==> src/rtl/itlb_assoc.sv <==
// ---------------------------------------------------------------------------
// itlb_assoc
//   Fully-associative instruction TLB caching Sv32-style leaf PTEs keyed by
//   {VPN, ASID}. Sits between the fetch address generator and the page-table
//   walker. A hit answers one cycle after the lookup is accepted. A miss starts
//   a walk request, waits for the walker, returns its result and installs it.
//   The TLB supports selective flush (all / by ASID / by VPN).
//
//   Optional feature macro: ITLB_SUPERPAGE_EN
//     When it is defined, each entry remembers whether it maps a megapage.
//     Megapage entries ignore the low VPN0_WD VPN bits on lookup and on VPN
//     flush, and the low VPN0_WD bits of the returned PPN come from the VPN.
//     When it is undefined, a megapage walk result is returned unchanged and
//     is never installed, so every entry is an exact 4 KiB match.
//
// Ports
//   i_clk, i_rst            clock, synchronous active-high reset
//   i_lkp_valid/o_lkp_ready lookup handshake (ready only in IDLE, no flush)
//   i_lkp_vpn, i_lkp_asid   lookup key
//   o_rsp_valid             one-cycle response strobe
//   o_rsp_ppn, o_rsp_fault  translation result, fetch page fault
//   o_ptw_req_valid/i_ptw_req_ready/o_ptw_req_vpn   walk request
//   i_ptw_resp_valid/_pte/_fault/_mega              walk result
//   i_flush_valid           sfence.vma strobe
//   i_flush_asid_en/i_flush_asid, i_flush_vpn_en/i_flush_vpn   flush selectors
// ---------------------------------------------------------------------------
module itlb_assoc #(
   parameter int ENTRIES = 8,
   parameter int VPN_WD  = 20,
   parameter int VPN0_WD = 10,
   parameter int PPN_WD  = 22,
   parameter int ASID_WD = 9
) (
   input  logic               i_clk,
   input  logic               i_rst,
   input  logic               i_lkp_valid,
   output logic               o_lkp_ready,
   input  logic [VPN_WD-1:0]  i_lkp_vpn,
   input  logic [ASID_WD-1:0] i_lkp_asid,
   output logic               o_rsp_valid,
   output logic [PPN_WD-1:0]  o_rsp_ppn,
   output logic               o_rsp_fault,
   output logic               o_ptw_req_valid,
   input  logic               i_ptw_req_ready,
   output logic [VPN_WD-1:0]  o_ptw_req_vpn,
   input  logic               i_ptw_resp_valid,
   input  logic [PPN_WD+9:0]  i_ptw_resp_pte,
   input  logic               i_ptw_resp_fault,
   input  logic               i_ptw_resp_mega,
   input  logic               i_flush_valid,
   input  logic               i_flush_asid_en,
   input  logic [ASID_WD-1:0] i_flush_asid,
   input  logic               i_flush_vpn_en,
   input  logic [VPN_WD-1:0]  i_flush_vpn
);

   localparam int IDX_WD = $clog2(ENTRIES);

   typedef enum logic [1:0] {
      S_IDLE,
      S_REQ,
      S_WAIT,
      S_RESP
   } state_t;

   // Entry storage: valid bits are reset, payload is not
   logic [ENTRIES-1:0] r_valid;
   logic [VPN_WD-1:0]  r_vpn  [ENTRIES];
   logic [ASID_WD-1:0] r_asid [ENTRIES];
   logic [PPN_WD-1:0]  r_ppn  [ENTRIES];
   logic [ENTRIES-1:0] r_g;
   logic [ENTRIES-1:0] r_x;
`ifdef ITLB_SUPERPAGE_EN
   logic [ENTRIES-1:0] r_mega;
`endif
   logic [IDX_WD-1:0]  r_rrPtr;

   // Control / registered outputs
   state_t             r_state;
   logic               r_rspValid;
   logic [PPN_WD-1:0]  r_rspPpn;
   logic               r_rspFault;
   logic               r_ptwReqValid;
   logic [VPN_WD-1:0]  r_ptwReqVpn;
   logic [ASID_WD-1:0] r_reqAsid;
   logic               r_flushSeen;

   // Combinational helpers
   logic [ENTRIES-1:0] w_entryMega;
   logic [ENTRIES-1:0] w_lkpMatch;
   logic [ENTRIES-1:0] w_flushKill;
   logic               w_hit;
   logic [IDX_WD-1:0]  w_hitIdx;
   logic [PPN_WD-1:0]  w_hitPpn;
   logic               w_freeAny;
   logic [IDX_WD-1:0]  w_freeIdx;
   logic [IDX_WD-1:0]  w_victimIdx;
   logic               w_accept;
   logic               w_install;
   logic               w_installMega;
   logic [PPN_WD-1:0]  w_ptePpn;
   logic               w_pteG;
   logic               w_pteX;
   logic [PPN_WD-1:0]  w_walkPpn;
   logic               w_unused;

   // VPN compare; a megapage entry only compares the VPN1 field
   function automatic logic vpnMatch(input logic [VPN_WD-1:0] a,
                                     input logic [VPN_WD-1:0] b,
                                     input logic              mega);
      if (mega)
         return a[VPN_WD-1:VPN0_WD] == b[VPN_WD-1:VPN0_WD];
      return a == b;
   endfunction

   // PTE field extraction: {ppn, rsw[1:0], d, a, g, u, x, w, r, v}
   assign w_ptePpn = i_ptw_resp_pte[PPN_WD+9:10];
   assign w_pteG   = i_ptw_resp_pte[5];
   assign w_pteX   = i_ptw_resp_pte[3];

`ifdef ITLB_SUPERPAGE_EN
   assign w_entryMega   = r_mega;
   assign w_installMega = i_ptw_resp_mega;
   assign w_unused      = ^{i_ptw_resp_pte[9:6], i_ptw_resp_pte[4], i_ptw_resp_pte[2:0]};
`else
   assign w_entryMega   = '0;
   assign w_installMega = 1'b0;
   assign w_unused      = ^{i_ptw_resp_pte[9:6], i_ptw_resp_pte[4], i_ptw_resp_pte[2:0],
                            i_ptw_resp_mega};
`endif

   // Lookups are only taken in IDLE, and a flush in the same cycle wins
   assign o_lkp_ready = (r_state == S_IDLE) && !i_flush_valid;
   assign w_accept    = i_lkp_valid && o_lkp_ready;

   // Per-entry lookup match and flush kill masks
   always_comb begin
      w_lkpMatch  = '0;
      w_flushKill = '0;
      for (int i = 0; i < ENTRIES; i++) begin
         w_lkpMatch[i] = r_valid[i]
                       && vpnMatch(r_vpn[i], i_lkp_vpn, w_entryMega[i])
                       && (r_g[i] || (r_asid[i] == i_lkp_asid));
         // ASID-restricted flushes keep global entries
         w_flushKill[i] = i_flush_valid && r_valid[i]
                        && (!i_flush_asid_en || (!r_g[i] && (r_asid[i] == i_flush_asid)))
                        && (!i_flush_vpn_en || vpnMatch(r_vpn[i], i_flush_vpn, w_entryMega[i]));
      end
   end

   // Priority encoders: lowest matching entry wins, lowest free entry is filled first
   always_comb begin
      w_hit     = |w_lkpMatch;
      w_hitIdx  = '0;
      w_freeAny = ~&r_valid;
      w_freeIdx = '0;
      for (int i = ENTRIES - 1; i >= 0; i--) begin
         if (w_lkpMatch[i])
            w_hitIdx = IDX_WD'(i);
         if (!r_valid[i])
            w_freeIdx = IDX_WD'(i);
      end
      w_victimIdx = w_freeAny ? w_freeIdx : r_rrPtr;
   end

   // Hit PPN, with the page offset inside a megapage passed through from the VPN
   always_comb begin
      w_hitPpn = r_ppn[w_hitIdx];
      if (w_entryMega[w_hitIdx])
         w_hitPpn[VPN0_WD-1:0] = i_lkp_vpn[VPN0_WD-1:0];
   end

   // Walk result PPN; only rewritten for megapages when superpages are cached
   always_comb begin
      w_walkPpn = w_ptePpn;
      if (w_installMega)
         w_walkPpn[VPN0_WD-1:0] = r_ptwReqVpn[VPN0_WD-1:0];
   end

   // A walk result is cached only if the walker reported no fault and no flush
   // arrived between the lookup being accepted and the result coming back
   assign w_install = (r_state == S_WAIT) && i_ptw_resp_valid && !i_ptw_resp_fault
                   && !r_flushSeen && !i_flush_valid
`ifndef ITLB_SUPERPAGE_EN
                   && !i_ptw_resp_mega
`endif
                   ;

   // Valid bits and round-robin pointer. Flush and install never collide
   // because a same-cycle flush blocks the install.
   always_ff @(posedge i_clk) begin
      if (i_rst) begin
         r_valid <= '0;
         r_rrPtr <= '0;
      end else begin
         r_valid <= r_valid & ~w_flushKill;
         if (w_install) begin
            r_valid[w_victimIdx] <= 1'b1;
            if (!w_freeAny)
               r_rrPtr <= r_rrPtr + IDX_WD'(1);
         end
      end
   end

   // Entry payload is written alongside the valid bit and needs no reset
   always_ff @(posedge i_clk) begin
      if (w_install) begin
         r_vpn[w_victimIdx]  <= r_ptwReqVpn;
         r_asid[w_victimIdx] <= r_reqAsid;
         r_ppn[w_victimIdx]  <= w_ptePpn;
         r_g[w_victimIdx]    <= w_pteG;
         r_x[w_victimIdx]    <= w_pteX;
`ifdef ITLB_SUPERPAGE_EN
         r_mega[w_victimIdx] <= i_ptw_resp_mega;
`endif
      end
   end

   // Miss/refill FSM with registered response and walk-request outputs.
   // The response strobe is set on the edge entering RESP (or after a hit)
   // and cleared by default one edge later, so it is always one cycle wide.
   always_ff @(posedge i_clk) begin
      if (i_rst) begin
         r_state       <= S_IDLE;
         r_rspValid    <= 1'b0;
         r_rspPpn      <= '0;
         r_rspFault    <= 1'b0;
         r_ptwReqValid <= 1'b0;
         r_ptwReqVpn   <= '0;
         r_reqAsid     <= '0;
         r_flushSeen   <= 1'b0;
      end else begin
         r_rspValid <= 1'b0;
         if (w_accept)
            r_flushSeen <= 1'b0;
         else if (i_flush_valid)
            r_flushSeen <= 1'b1;

         unique case (r_state)
            S_IDLE: begin
               if (w_accept) begin
                  r_reqAsid <= i_lkp_asid;
                  if (w_hit) begin
                     r_rspValid <= 1'b1;
                     r_rspPpn   <= w_hitPpn;
                     r_rspFault <= !r_x[w_hitIdx];
                  end else begin
                     r_state       <= S_REQ;
                     r_ptwReqValid <= 1'b1;
                     r_ptwReqVpn   <= i_lkp_vpn;
                  end
               end
            end
            S_REQ: begin
               if (i_ptw_req_ready) begin
                  r_ptwReqValid <= 1'b0;
                  r_state       <= S_WAIT;
               end
            end
            S_WAIT: begin
               if (i_ptw_resp_valid) begin
                  r_state    <= S_RESP;
                  r_rspValid <= 1'b1;
                  r_rspPpn   <= w_walkPpn;
                  r_rspFault <= i_ptw_resp_fault || !w_pteX;
               end
            end
            S_RESP: begin
               r_state <= S_IDLE;
            end
            default: begin
               r_state <= S_IDLE;
            end
         endcase
      end
   end

   assign o_rsp_valid     = r_rspValid;
   assign o_rsp_ppn       = r_rspPpn;
   assign o_rsp_fault     = r_rspFault;
   assign o_ptw_req_valid = r_ptwReqValid;
   assign o_ptw_req_vpn   = r_ptwReqVpn;

endmodule

==> config.mk <==
export PLATFORM = sky130hd
export DESIGN_NAME = itlb_assoc
export DESIGN_NICKNAME = d
export VERILOG_FILES = /design/src/rtl/itlb_assoc.sv
export SDC_FILE = /design/constraint.sdc
export NUM_CORES = 1
export LEC_CHECK = 0
export ABC_AREA = 1
export CAP_MARGIN = 20
export CORE_MARGIN = 4
export CORE_UTILIZATION = 42
export DETAILED_ROUTE_END_ITERATION = 10
export GPL_TIMING_DRIVEN = 0
export PLACE_DENSITY = 0.63
export SYNTH_ARGS = -nofsm -noshare
export SYNTH_HDL_FRONTEND = slang
export SYNTH_SLANG_ARGS = --single-unit
==> constraint.sdc <==
create_clock -name i_clk -period 5.45 [get_ports i_clk]
set_input_delay 0.8175 -clock i_clk [delete_from_list [all_inputs] [get_ports i_clk]]
set_output_delay 0.8175 -clock i_clk [all_outputs]
set_load 0.05 [all_outputs]
==> impl_metrics.csv <==
group,metric,value,unit
global_routing,grt_antenna_before_repair,4,
detailed_routing,detail_route.first_pass.iterations,6,
synthesis,muxShareOfSynthArea,0,%
worst_setup_path,path_common_cell,"nand2_1",
timing,setup_violations,0,
power,power_leakage,0.0125,uW
detailed_routing,wl_per_cell,23.6,um
floorplanning,core,62100,um2
power,power_density,305,nW/um2
synthesis,synth_xor_area_share,7.17,%
worst_setup_path,endpoint_kind,"flip-flop",
synthesis,yosysTopAreaCell,"edfxtp_1",
worst_setup_path,arrival,5.07,ns
worst_setup_path,crit_path_start,"i_lkp_vpn[11]",
global_routing,gr-total-overflow,0,
synthesis,synth.distinct_cells,48,
placed_design,dpl.cell_count,3988,
flow_run,maxCapViolations,0,
synthesis,synth_nets,3145,
synthesis,synth_top_area_share,48.0,%
worst_setup_path,cp-start-kind,"primary input",
detailed_routing,via_count,22561,
detailed_routing,ant_nets,0,
synthesis,synth_top_family_by_area,"simple AND/OR/NAND/NOR gates",
final_layout,fill_cells,5868,
timing,fin_skew,0.0329,ns
global_routing,grt_pass1_wl,138,mm
detailed_routing,drt-total-wl,96.6,mm
worst_setup_path,reg2reg_from,"r_asid[7][1]$_DFFE_PP_",
synthesis,synth_cells,3041,
worst_setup_path,crit_chain,"clkdlybuf4s50_1 -> inv_2 -> buf_2 -> nand2_1 -> nand2_1 -> nor2_1 -> nand2_1 -> nor2_1 -> nand2_1 -> nor2_1 -> nand2_1 -> nand2_1 -> nor3b_1 -> nand4_1 -> nor2_1 -> clkbuf_1 -> o21ai_0 -> a21oi_1",
clocking,cts_resized,0,
min_path,hp-class,"flip-flop to flip-flop",
worst_setup_path,cp.depth,18,
timing,min_period,4.53,ns
synthesis,ys_seq_area_share,53.2,%
worst_setup_path,cp_max_fo,10,
clocking,clockBufferDepth,3,
timing,drv_slew,0,
placed_design,place_congestion,1.03,
floorplanning,die_w,259,um
global_routing,grt_pass1_vias,21386,
worst_setup_path,crit_end,"o_ptw_req_vpn[6]$_SDFFE_PP0P_",
global_routing,grtUsageTotal,27.9,%
floorplanning,dieHeight,259,um
final_layout,finalNonFillerCells,4094,
timing,setup_ws,0.920,ns
clocking,clkLatencyLatePin,0.62,ns
synthesis,synth_area,26500,um2
worst_setup_path,worstSetupPathType,"primary input to flip-flop",
min_path,hold_depth,2,
worst_setup_path,required,5.99,ns
outcome,outcome,"finished clean",
clocking,cts_hold_buf,0,
final_layout,drive_gt1_share,6.91,%
power,max-vdd-ir-drop,254,uV
worst_setup_path,path_buf_inv,4,
placed_design,pre_cts_slack,0.458,ns
floorplanning,start_util,42.7,%
timing,hold_violations,0,
worst_setup_path,r2r_cells,14,
synthesis,ys_warn_count,0,
placed_design,place_hpwl,71.4,mm
min_path,hp-start,"o_ptw_req_valid$_SDFFE_PP0P_",
timing,rsz0062_at_grt,"false",
timing,fmax,221,MHz
timing,tightest_slew,1.14,ns
synthesis,synth_area_leaders,"edfxtp_1 (48%), nand2_1 (10%), nand3_1 (5.4%)",
worst_setup_path,max_stage_delay,0.75,ns
clocking,cts_sinks,492,
worst_setup_path,reg2reg_slack,1.66,ns
placed_design,io_buffer_count,90,
global_routing,grt_max_degree,28,
synthesis,synth-compound-area-share,4.94,%
clocking,htree_levels,2,
worst_setup_path,r2r-end,"o_ptw_req_vpn[6]$_SDFFE_PP0P_",
synthesis,syn_avg_cell_area,8.72,um2
clocking,cts_tree,"yes",
synthesis,ys_ff_latch,492,
clocking,postCtsSetupRepairBufs,0,
floorplanning,ioPinCount,146,
synthesis,synth-adder-area-share,0.189,%
synthesis,yosys.area_share.simple,26.5,%
detailed_routing,drc,0,
timing,slew_headroom,22.4,%
clocking,cts_made_buffers,56,
final_layout,ff_latch_area,14100,um2
clocking,path_clk_slew,0.06,ns
floorplanning,num_rows,91,
floorplanning,dieArea,67200,um2
worst_setup_path,crit_slowest_cell,"nor2_1",
worst_setup_path,crit_family,"simple AND/OR/NAND/NOR gates",
final_layout,syn_to_final_growth,16.0,%
final_layout,nets,3313,
timing,min_period_over_period,83.1,%
clocking,root_buffer,"clkbuf_16",
detailed_routing,viasPerCell,5.51,
detailed_routing,dr.first_iter.drc_count,2710,
final_layout,multiInputGateArea,10300,um2
## routing by layer
| metal | track usage, % | vias up | wire (um) |
|---|---|---|---|
| met5 | 0 | - | 26 |
| met4 | 12.0 | 4 | 4580 |
| li1 | - | 10482 | - |
| met2 | 45.2 | 1057 | 44300 |
| met3 | 3.65 | 229 | 8310 |
| met1 | 38.0 | 10789 | 39400 |
## registers in the layout (all words and copies together) (netlist names)
name,count
o_ptw_req_valid,1
o_ptw_req_vpn,20
o_rsp_fault,1
o_rsp_ppn,22
o_rsp_valid,1
r_asid,72
r_flushSeen,1
r_g,8
r_ppn,176
r_reqAsid,9
r_rrPtr,3
r_state,2
r_valid,8
r_vpn,160
r_x,8
## power by group
part	switching [uW]	internal, uW
sequential	177	4230
clock	1580	2270
combinational	792	331
total	2540	6820
## synth_stat cells, drive strengths merged
cell type  count
a2111oi        9
nor3b         14
clkbuf        49
xnor2         91
nand2        737
o221a          1
nor4          43
o22ai         25
o211ai         8
edfxtp       424
xor2         126
and3           3
a21boi         1
nor2b          2
and2           2
o31ai          1
buf           72
nand3b        33
clkinv         4
o21ai         64
o2111ai        5
nand3        286
nor4b          1
a21oi         86
a221o          1
ha             4
nand4         97
inv          392
nor2         303
dfxtp         68
a211oi         5
nor3          53
or2           17
a221oi        14
## per-stage QoR
stage | TNS, ns | total power, uW | hold slack [ns] | util (%) | instance area, um2
after floorplan | 0 | 5070 | 0.443 | - | 26500
after global placement | -825.72 | 5570 | 0.439 | 45.9 | 28500
after detailed placement | 0 | 5580 | 0.436 | 46.5 | 28900
after CTS | 0 | 9380 | 0.448 | 49.5 | 30700
after global routing | 0 | 9640 | 0.478 | 49.5 | 30700
final | 0 | 9370 | 0.444 | 49.5 | 30700
## worst min path at each step
| stage | endpoint | slack (ns) |
|---|---|---|
| floorplan | r_rrPtr[1]$_SDFFE_PP0P_ | 0.44 |
| global placement | o_ptw_req_valid$_SDFFE_PP0P_ | 0.44 |
| detailed placement | o_ptw_req_valid$_SDFFE_PP0P_ | 0.44 |
| CTS | o_ptw_req_valid$_SDFFE_PP0P_ | 0.45 |
| global route | o_rsp_ppn[0]$_SDFFE_PP0P_ | 0.48 |
| finish | o_ptw_req_valid$_SDFFE_PP0P_ | 0.44 |
## worst min-delay path: cells and delay by family, from the launching register on
family / cells / cell delay (ns)
buf+inv: 1 / 0.05
flops: 1 / 0.31
compound gates: 1 / 0.05
## placed cells by master, fill, tap and decap left out, drive strengths merged, types with 17 or more instances in the layout
cell type	count
nand2	737
edfxtp	424
inv	393
nor2	303
nand3	286
xor2	126
clkbuf	123
nand4	97
buf	92
xnor2	91
clkdlybuf4s50	90
a21oi	86
dfxtp	68
o21ai	64
nor3	53
nor4	43
nand3b	33
o22ai	25
clkinv	22
or2	17
## layout make-up
| cell class | count | share of cell area, % |
|---|---|---|
| antenna | 2 | 0.0163 |
| clock inverter | 30 | 1.05 |
| inverter | 396 | 4.84 |
| sequential | 492 | 45.9 |
| tap | 837 | 3.41 |
| multi-input combinational | 2032 | 33.6 |
| timing repair buffer | 110 | 4.08 |
| clock buffer | 74 | 5.01 |
| buffer | 121 | 2.12 |
## kinds of logic (layout without fill, tap and decap cells)
kind of cell | count (synthesis) | count (layout)
other | 0 | 2
adders and majority gates | 4 | 4
xor gates and xnor gates | 217 | 217
and+or+nand+nor | 1591 | 1591
AOI/OAI and AO/OA | 220 | 220
DFF | 492 | 492
buffers and inverters | 517 | 731
Power figures use the tool's default switching activity.
